## config.mk

```make
export PLATFORM = sky130hd
export DESIGN_NAME = pll_sweep_seq
export DESIGN_NICKNAME = d
export VERILOG_FILES = /design/src/rtl/pll_sweep_seq_pkg.sv /design/src/rtl/pll_sweep_seq_lock_qual.sv /design/src/rtl/pll_sweep_seq.sv
export SDC_FILE = /design/constraint.sdc
export NUM_CORES = 1
export LEC_CHECK = 0
export CAP_MARGIN = 20
export CELL_PAD_IN_SITES_DETAIL_PLACEMENT = 1
export CELL_PAD_IN_SITES_GLOBAL_PLACEMENT = 1
export CORE_MARGIN = 1
export CORE_UTILIZATION = 30
export CTS_CLUSTER_DIAMETER = 50
export DETAILED_ROUTE_END_ITERATION = 12
export HOLD_SLACK_MARGIN = 0.15
export PLACE_DENSITY_LB_ADDON = 0.1
export SYNTH_ARGS = -nofsm -noshare
export SYNTH_HDL_FRONTEND = slang
export SYNTH_SLANG_ARGS = --single-unit
```

## constraint.sdc

```tcl
create_clock -name clk_i -period 4.3 [get_ports clk_i]
set_input_delay 1.29 -clock clk_i [delete_from_list [all_inputs] [get_ports clk_i]]
set_output_delay 1.29 -clock clk_i [all_outputs]
set_load 0.03 [all_outputs]
```

## src/rtl/pll_sweep_seq_pkg.sv

```systemverilog
// pll_sweep_seq_pkg: shared definitions for the PLL DRP sweep sequencer.
//   - sweep_state_e : FSM state encoding (3 bits)
//   - DEF_*         : default widths, timeout and lock qualification length
//   - step_addr()   : one address step in the sweep direction
package pll_sweep_seq_pkg;

   typedef enum logic [2:0] {
      ST_IDLE      = 3'd0,
      ST_ISSUE     = 3'd1,
      ST_WAIT_SRDY = 3'd2,
      ST_WAIT_LOCK = 3'd3,
      ST_DWELL     = 3'd4,
      ST_NEXT      = 3'd5,
      ST_FAIL      = 3'd6
   } sweep_state_e;

   localparam int unsigned DEF_DW          = 16;
   localparam int unsigned DEF_TW          = 20;
   localparam logic [19:0] DEF_TIMEOUT     = 20'd1000000;
   localparam int unsigned DEF_LOCK_STABLE = 16;

   function automatic logic [7:0] step_addr(input logic [7:0] addr, input logic up);
      return up ? addr + 8'd1 : addr - 8'd1;
   endfunction

endpackage

```

## src/rtl/pll_sweep_seq_lock_qual.sv

```systemverilog
// pll_sweep_seq_lock_qual: qualifies PLL LOCKED as stable once it has been
// high for LOCK_STABLE consecutive cycles.
//   clk_i  : system/DRP clock
//   rst_i  : synchronous reset, active-high
//   clr_i  : restart qualification (held while not waiting for lock)
//   lock_i : PLL LOCKED, synchronous to clk_i
//   qual_o : high in the cycle that completes LOCK_STABLE consecutive highs
module pll_sweep_seq_lock_qual
   import pll_sweep_seq_pkg::*;
#(
   parameter int unsigned LOCK_STABLE = DEF_LOCK_STABLE
) (
   input  logic clk_i,
   input  logic rst_i,
   input  logic clr_i,
   input  logic lock_i,
   output logic qual_o
);

   localparam int unsigned   CW      = $clog2(LOCK_STABLE + 1);
   localparam logic [CW-1:0] CNT_MAX = CW'(LOCK_STABLE);
   localparam logic [CW-1:0] CNT_PRE = CW'(LOCK_STABLE - 1);

   logic [CW-1:0] cnt_q;

   // Saturating count of consecutive high cycles; any low cycle restarts it.
   always_ff @(posedge clk_i) begin
      if (rst_i || clr_i || !lock_i) begin
         cnt_q <= '0;
      end else if (cnt_q != CNT_MAX) begin
         cnt_q <= cnt_q + CW'(1);
      end
   end

   // The current high cycle is counted in, so the FSM leaves WAIT_LOCK
   // after exactly LOCK_STABLE high cycles.
   assign qual_o = lock_i && !clr_i && (cnt_q >= CNT_PRE);

endmodule

```

## src/rtl/pll_sweep_seq.sv

```systemverilog
// pll_sweep_seq: steps a PLL through DRP configuration addresses. For each
// point it requests a reconfiguration, waits for DRP done and a qualified
// lock, then opens a measurement window.
//   clk_i, rst_i               : clock, synchronous active-high reset
//   start_i, abort_i           : sweep start (one cycle) / immediate stop
//   addr_first_i, addr_last_i  : sweep range, either direction
//   loop_i, dwell_i            : repeat forever / window length (0 -> 1)
//   pll_addr_o, pll_chg_o      : request to the DRP engine
//   pll_srdy_i, pll_lock_i     : DRP done pulse, PLL LOCKED
//   busy_o, meas_en_o, done_o  : status, measurement window, sweep done
//   err_o                      : sticky timeout / lock-loss flag
//
// state     | meaning
// IDLE      | waiting for START
// ISSUE     | PLL_CHG pulse, timeout loaded
// WAIT_SRDY | waiting for DRP done
// WAIT_LOCK | waiting for LOCK_STABLE consecutive lock cycles
// DWELL     | measurement window open
// NEXT      | advance address, loop or finish
// FAIL      | timeout or lock loss, set ERR
module pll_sweep_seq
   import pll_sweep_seq_pkg::*;
#(
   parameter int unsigned    DW          = DEF_DW,
   parameter int unsigned    TW          = DEF_TW,
   parameter logic [TW-1:0]  TIMEOUT     = TW'(DEF_TIMEOUT),
   parameter int unsigned    LOCK_STABLE = DEF_LOCK_STABLE
) (
   input  logic          clk_i,
   input  logic          rst_i,
   input  logic          start_i,
   input  logic          abort_i,
   input  logic [7:0]    addr_first_i,
   input  logic [7:0]    addr_last_i,
   input  logic          loop_i,
   input  logic [DW-1:0] dwell_i,
   output logic [7:0]    pll_addr_o,
   output logic          pll_chg_o,
   input  logic          pll_srdy_i,
   input  logic          pll_lock_i,
   output logic          busy_o,
   output logic          meas_en_o,
   output logic          done_o,
   output logic          err_o
);

   sweep_state_e  state_q;
   logic [7:0]    first_q, last_q, pll_addr_q;
   logic          up_q, loop_q;
   logic [DW-1:0] dwell_len_q, dwell_cnt_q;
   logic [TW-1:0] tmo_q;
   logic          pll_chg_q, busy_q, meas_en_q, done_q, err_q;
   logic          lock_clr, lock_qual;
   logic [DW-1:0] dwell_len_d;

   assign dwell_len_d = (dwell_i == '0) ? DW'(1) : dwell_i;
   assign lock_clr    = (state_q != ST_WAIT_LOCK);

   pll_sweep_seq_lock_qual #(
      .LOCK_STABLE (LOCK_STABLE)
   ) u_lock_qual (
      .clk_i  (clk_i),
      .rst_i  (rst_i),
      .clr_i  (lock_clr),
      .lock_i (pll_lock_i),
      .qual_o (lock_qual)
   );

   always_ff @(posedge clk_i) begin
      if (rst_i) begin
         state_q     <= ST_IDLE;
         first_q     <= '0;
         last_q      <= '0;
         pll_addr_q  <= '0;
         up_q        <= 1'b0;
         loop_q      <= 1'b0;
         dwell_len_q <= '0;
         dwell_cnt_q <= '0;
         tmo_q       <= '0;
         pll_chg_q   <= 1'b0;
         busy_q      <= 1'b0;
         meas_en_q   <= 1'b0;
         done_q      <= 1'b0;
         err_q       <= 1'b0;
      end else begin
         pll_chg_q <= 1'b0;
         done_q    <= 1'b0;
         if (abort_i && (state_q != ST_IDLE)) begin
            state_q   <= ST_IDLE;
            busy_q    <= 1'b0;
            meas_en_q <= 1'b0;
         end else begin
            unique case (state_q)
               ST_IDLE: begin
                  if (start_i && !abort_i) begin
                     first_q     <= addr_first_i;
                     last_q      <= addr_last_i;
                     up_q        <= (addr_first_i <= addr_last_i);
                     loop_q      <= loop_i;
                     dwell_len_q <= dwell_len_d;
                     pll_addr_q  <= addr_first_i;
                     err_q       <= 1'b0;
                     pll_chg_q   <= 1'b1;
                     busy_q      <= 1'b1;
                     state_q     <= ST_ISSUE;
                  end
               end
               ST_ISSUE: begin
                  tmo_q   <= TIMEOUT;
                  state_q <= ST_WAIT_SRDY;
               end
               ST_WAIT_SRDY: begin
                  if (pll_srdy_i) begin
                     tmo_q   <= TIMEOUT;
                     state_q <= ST_WAIT_LOCK;
                  end else if (tmo_q <= TW'(1)) begin
                     state_q <= ST_FAIL;
                  end else begin
                     tmo_q <= tmo_q - TW'(1);
                  end
               end
               ST_WAIT_LOCK: begin
                  if (lock_qual) begin
                     dwell_cnt_q <= dwell_len_q;
                     meas_en_q   <= 1'b1;
                     state_q     <= ST_DWELL;
                  end else if (tmo_q <= TW'(1)) begin
                     state_q <= ST_FAIL;
                  end else begin
                     tmo_q <= tmo_q - TW'(1);
                  end
               end
               ST_DWELL: begin
                  if (!pll_lock_i) begin
                     meas_en_q <= 1'b0;
                     state_q   <= ST_FAIL;
                  end else if (dwell_cnt_q <= DW'(1)) begin
                     meas_en_q <= 1'b0;
                     state_q   <= ST_NEXT;
                  end else begin
                     dwell_cnt_q <= dwell_cnt_q - DW'(1);
                  end
               end
               ST_NEXT: begin
                  // Stepping stops at last, so the address never wraps.
                  if (pll_addr_q != last_q) begin
                     pll_addr_q <= step_addr(pll_addr_q, up_q);
                     pll_chg_q  <= 1'b1;
                     state_q    <= ST_ISSUE;
                  end else if (loop_q) begin
                     pll_addr_q <= first_q;
                     pll_chg_q  <= 1'b1;
                     state_q    <= ST_ISSUE;
                  end else begin
                     done_q  <= 1'b1;
                     busy_q  <= 1'b0;
                     state_q <= ST_IDLE;
                  end
               end
               ST_FAIL: begin
                  err_q   <= 1'b1;
                  busy_q  <= 1'b0;
                  state_q <= ST_IDLE;
               end
               default: begin
                  busy_q    <= 1'b0;
                  meas_en_q <= 1'b0;
                  state_q   <= ST_IDLE;
               end
            endcase
         end
      end
   end

   assign pll_addr_o = pll_addr_q;
   assign pll_chg_o  = pll_chg_q;
   assign busy_o     = busy_q;
   assign meas_en_o  = meas_en_q;
   assign done_o     = done_q;
   assign err_o      = err_q;

endmodule

```

==> impl_metrics.py <==
metrics = {
    "drt": {
        "drtPass1Iterations": 4,
        "route.vias.total": 4598,
        "drt-initial-drc-count": 142,
        "drc_errors": 0,
        "ant_nets": 0,
        "wl_per_cell_um": 16.4,
        "viasPerCell": 5.16,
        "wirelength_um": 14600,
    },
    "cts": {
        "cts_root_buf": "clkbuf_16",
        "clockBufferDepth": 2,
        "cts.repair.resized": 0,
        "cts_tree": "done",
        "holdBufCountCts": 0,
        "cts_setup_buffers": 0,
        "cts_htree_levels": 3,
        "clkSinkCount": 91,
        "clk_pin_slew_worst_paths_ns": 0.07,
        "cts_buffers": 9,
        "clkLatencyLatePin_ns": 0.36,
    },
    "placement": {
        "routabilityCongestion": 0.797,
        "io_buffers": 51,
        "place_inst": 875,
        "dp.final_hpwl_um": 10500,
    },
    "floorplan": {
        "dieArea_um2": 17100,
        "die-width_um": 131,
        "fp.dieH_um": 131,
        "coreArea_um2": 16000,
        "rows": 46,
        "io_pins": 52,
        "start_util_pct": 31.1,
    },
    "sta": {
        "finalHoldWorstSlack_ns": 0.454,
        "timing.setup.tns_ns": 0,
        "fin_crit_sh_pct": 79.2,
        "tightest_slew_ns": 0.988,
        "drv_slew": 0,
        "grt_setup_unrepaired": "false",
        "final-setup-viol-count": 0,
        "fin_skew_ns": 0.00982,
        "period_needed_ns": 3.41,
        "hold_violations": 0,
        "max_freq_ghz": 0.294,
        "max-slew-margin-rel_pct": 33.7,
    },
    "power_and_ir_drop": {
        "seqPwrFrac_pct": 38.0,
        "cellLeakagePower_nw": 2.16,
        "power_density_nw_per_um2": 465,
        "switching_share_pct": 36.4,
        "max-vdd-ir-drop_mv": 0.201,
        "p_comb_share_pct": 34.1,
        "clkPwrFrac_pct": 28.0,
        "finalPower_mw": 2.75,
        "netSwitchingPower_mw": 1.00,
        "p_int_mw": 1.75,
    },
    "yosys": {
        "synth.most_common_cell": "nand2_1",
        "synth_commonest_cells": "nand2_1, dfxtp_1, a21oi_1",
        "synth-seq-area-share_pct": 36.7,
        "async_flop_share_pct": 0,
        "yosysUniqueCellTypes": 59,
        "synth_fp_nets": 700,
        "synth_seq_cells": 91,
        "synth_edf_count": 0,
        "synth_ff_type": "dfxtp_1",
        "synth_top_area_share_pct": 36.7,
        "ys_top_cells_by_area": "dfxtp_1, a21oi_1, nand2_1",
        "netlist_instances": 639,
        "mappedNetlistArea_um2": 4970,
        "synth_warnings": 0,
        "syn_area_per_cell_um2": 7.78,
        "yosys.area.top_type": "dfxtp_1",
    },
    "cells_and_area": {
        "drive_above_1_share_pct": 6.52,
        "multi_input_area_um2": 2920,
        "nets": 731,
        "seq_area_um2": 1820,
        "final.fill_count": 1957,
        "syn_to_final_growth_pct": 18.9,
        "layout.cells.non_filler": 891,
        "diodes": 0,
    },
    "worst_setup_path": {
        "setup.worst_path.end_class": "register",
        "cp_top_family": "compound AO/OA/AOI/OAI gates",
        "cp_slowest_cell": "o31ai_2",
        "required_ns": 4.56,
        "worst-setup-path-type": "input port to register",
        "critPathMaxFanout": 17,
        "critPathLaunchType": "input port",
        "worst_path_largest_cell_delay_ns": 0.86,
        "path_cells": "clkdlybuf4s50_1, nand2b_1, nor2_2, o31ai_2, a21oi_1, a221oi_1",
        "cp_num_buf_inv": 1,
        "crit_arrival_ns": 3.67,
    },
    "job": {
        "maxCapViolCount": 0,
    },
    "global_route": {
        "grt_pass1_wl_um": 23400,
        "antenna_found_initial": 0,
        "grt_remaining_overflow": 0,
        "grt_max_degree": 66,
        "grt_usage_pct": 17.9,
        "first_global_vias": 4721,
    },
    "worst_hold_path": {
        "hold_class": "register to register",
    },
    "status": {
        "outcome": "complete, no violations",
    },
}
final timing paths:
kind | start | end | slack, ns | cells after the start
max reg2reg | pll_addr_o[7] | pll_addr_o[2] | 1.20 | 6
min | first_q[0] | first_q[0] | 0.45 | 2
max | abort_i | pll_addr_o[2] | 0.89 | 6
min reg2reg | first_q[0] | first_q[0] | 0.45 | 2
registers in the layout, indices dropped and copies added, names as in the netlist, 3 cells and up:
register and cells:
u_lock_qual.cnt_q 5, first_q 8, dwell_len_q 16, dwell_cnt_q 16
tmo_q 20, pll_addr_o 8, state_q 3, last_q 8
per-layer routing:
layer,track usage (%),vias up,routed length (um)
li1,-,2293,-
met1,21.3,2246,6680
met2,32.0,43,7400
met3,3.01,16,302
met4,6.42,0,244
met5,0,-,0
cells by family after synthesis:
family          count (synthesis)  share of synthesized area, %
mux                             5                          1.03
buf+inv                        58                          4.66
compound gates                166                          20.5
simple gates                  262                          25.3
fa+ha+maj                      22                          5.69
flops                          91                          36.7
xor+xnor                       35                          6.17
tightest hold or removal path: cells and delay by family, from the launching register on:
kind / cells / cell delay [ns]
DFF: 1 / 0.31
and+or+nand+nor: 1 / 0.05
AOI/OAI and AO/OA: 1 / 0.05
metrics by stage:
step	utilization [%]	cell area (um^2)	worst slack (ns)
global placement	35.2	5630	0.718
finish	36.9	5910	0.893
detailed placement	35.2	5630	0.581
floorplan	-	4970	1.37
CTS	36.9	5910	0.963
global route	36.9	5910	0.726
cells in the final DEF, fill, tap and decap left out, types with 7 or more instances in the layout:
cell              n
nor2_1           59
nor3_1           16
or2_2            11
ha_1             21
xnor2_1          21
nor4_1           21
a21o_1            9
a21oi_1          83
nand2b_1          7
nand3_1          12
a211oi_1          8
o21ai_0          29
nand2_1          95
clkdlybuf4s50_1  50
a211o_1           7
clkbuf_16         9
inv_1            23
nand4_1           7
dfxtp_1          91
xor2_1           14
layout make-up:
cell class | instances | area share, %
Tap cell | 216 | 4.57
Clock inverter | 5 | 0.593
Multi-Input combinational cell | 490 | 49.4
Inverter | 23 | 1.46
Clock buffer | 11 | 4.11
Sequential cell | 91 | 30.8
Timing Repair Buffer | 55 | 9.06
power by group through the flow:
stage	clock network (mW)	registers (mW)	logic, mW
3_3_place_gp	0	1.06	0.917
6_report	0.768	1.04	0.936
4_1_cts	0.799	1.04	0.942
3_5_place_dp	0	1.06	0.937
2_1_floorplan	0	1.04	0.706
5_1_grt	0.826	1.06	1.04
Power figures use the tool's default switching activity.
==> edit (config.mk and constraints unchanged) <==
`DEF_LOCK_STABLE`: 16 -> 32.
--- a/src/rtl/pll_sweep_seq_pkg.sv
+++ b/src/rtl/pll_sweep_seq_pkg.sv
@@ -19,3 +19,3 @@
    localparam logic [19:0] DEF_TIMEOUT     = 20'd1000000;
-   localparam int unsigned DEF_LOCK_STABLE = 16;
+   localparam int unsigned DEF_LOCK_STABLE = 32;
 
Check against the original RTL: no difference found for any inputs over 4 cycles, from zero or initial values and one cycle with rst_i high; that may be too few to reach the edited logic, so the function may still have changed.
==> edit against the unedited design <==
Routed wire length fell by 1.3%; maximum frequency rose by 5.3%; final area fell by 0.25%; setup slack improved by 170 ps; sequential power fell by 5%; total power fell by 9.1%; core utilization rose by 0.31 points; clock skew fell by 0.93 ps; sequential cell count rose by 1; area after synthesis fell by 2.3%; global-route usage rose by 0.32 points; hold slack improved by 2.6 ps; final cell count fell by 1.3%; largest cell class unchanged.
==> edit: results (changes against the unedited design) <==
run status finished, final reports clean; hold slack final 456.8 ps (+2.584 ps); fraction of registers with async set or reset after synthesis 0% (unchanged); Tot GR Track Use 18.18% (+0.32 points); largest net degree at the start of global routing 67 (+1.5%); DRT Wirelength 14430 um (-1.3%); Worst Hold Path EP dwell_len_q[6]; Unique masters post-synth 60 (+1.7%); Avg Cell Area, Syn 7.817 um2 (+0.52%); Worst Min Path Start dwell_len_q[6]; nets 718 (-1.8%); cell count after placement 863 (-1.4%); Vias 4551 (-1.0%); # diodes 0 (unchanged); RR Startpoint dwell_cnt_q[2]; Max IR drop VDD 0.2128 mV (+6.0%); vias in the first global route 4650 (-1.5%); fraction of layout cells with a size suffix above 1 6.033% (-0.49 points); Worst Skew 8.889 ps (-0.9285 ps); placed instance area 5568 um2 (-1.2%); drt initial violations 171 (+20%); max_slew headroom 34.11% (+0.40 points); Commonest cells post-synth nand2_1 (113), dfxtp_1 (92), a21oi_1 (79); CP max-delay cell clkdlybuf4s50_1; post-synth net total 681 (-2.7%); met2 WL 6939 um (-6.2%); total power 2.496 mW (-9.1%); met1 GRT Util 22.89% (+1.5 points); GR met3 Demand/Resource 3.303% (+0.29 points); Net Sw Power 775.5 uW (-22%); crit path max fanout 9 (-8); sequential share of power 39.7% (+1.7 points); FF-to-FF setup slack 1700 ps (+500 ps); CP peak stage delay 580 ps (-280 ps); sequential area share after synthesis 37.94% (+1.3 points); RD Place Congestion 0.7682 (-3.6%); R2R Path End dwell_cnt_q[14]; metal3 WL 342 um (+13%); proportion of power drawn by the clock network 35.3% (+7.3 points); final cell count without fillers 879 (-1.3%); top area cells in the synthesized netlist dfxtp_1 (38%), nand2_1 (8.7%), a21oi_1 (8.1%), ha_1 (5.2%), nor2_1 (4.7%)
-- edit: cell types whose count changed in the layout (fill, tap and decap cells not counted), moves of 5 or more --
cell,before,now
nand2_1,95,113
o21ai_0,29,19
or2_2,11,2
a21o_1,9,3
nand4_1,7,2
nor4_1,21,16
o32ai_1,0,5
xor2_1,14,19
-- edit: cells by family after synthesis --
group / after synthesis / synth area share (%)
DFF: 92 / 37.94
buffers and inverters: 56 / 4.407
adders and majority gates: 21 / 5.567
AOI/OAI and AO/OA: 160 / 20.28
and+or+nand+nor: 250 / 24.05
muxes: 6 / 1.263
xor gates and xnor gates: 36 / 6.495
-- edit: cell type report --
type | count | area, um2
timing repair buffer | 59 | 565.5
tap | 216 | 270.3
clock inverter | 5 | 85.08
clock buffer | 11 | 242.7
sequential | 92 | 1842
fill | 1921 | 9932
inverter | 23 | 86.33
multi-input combinational | 473 | 2804
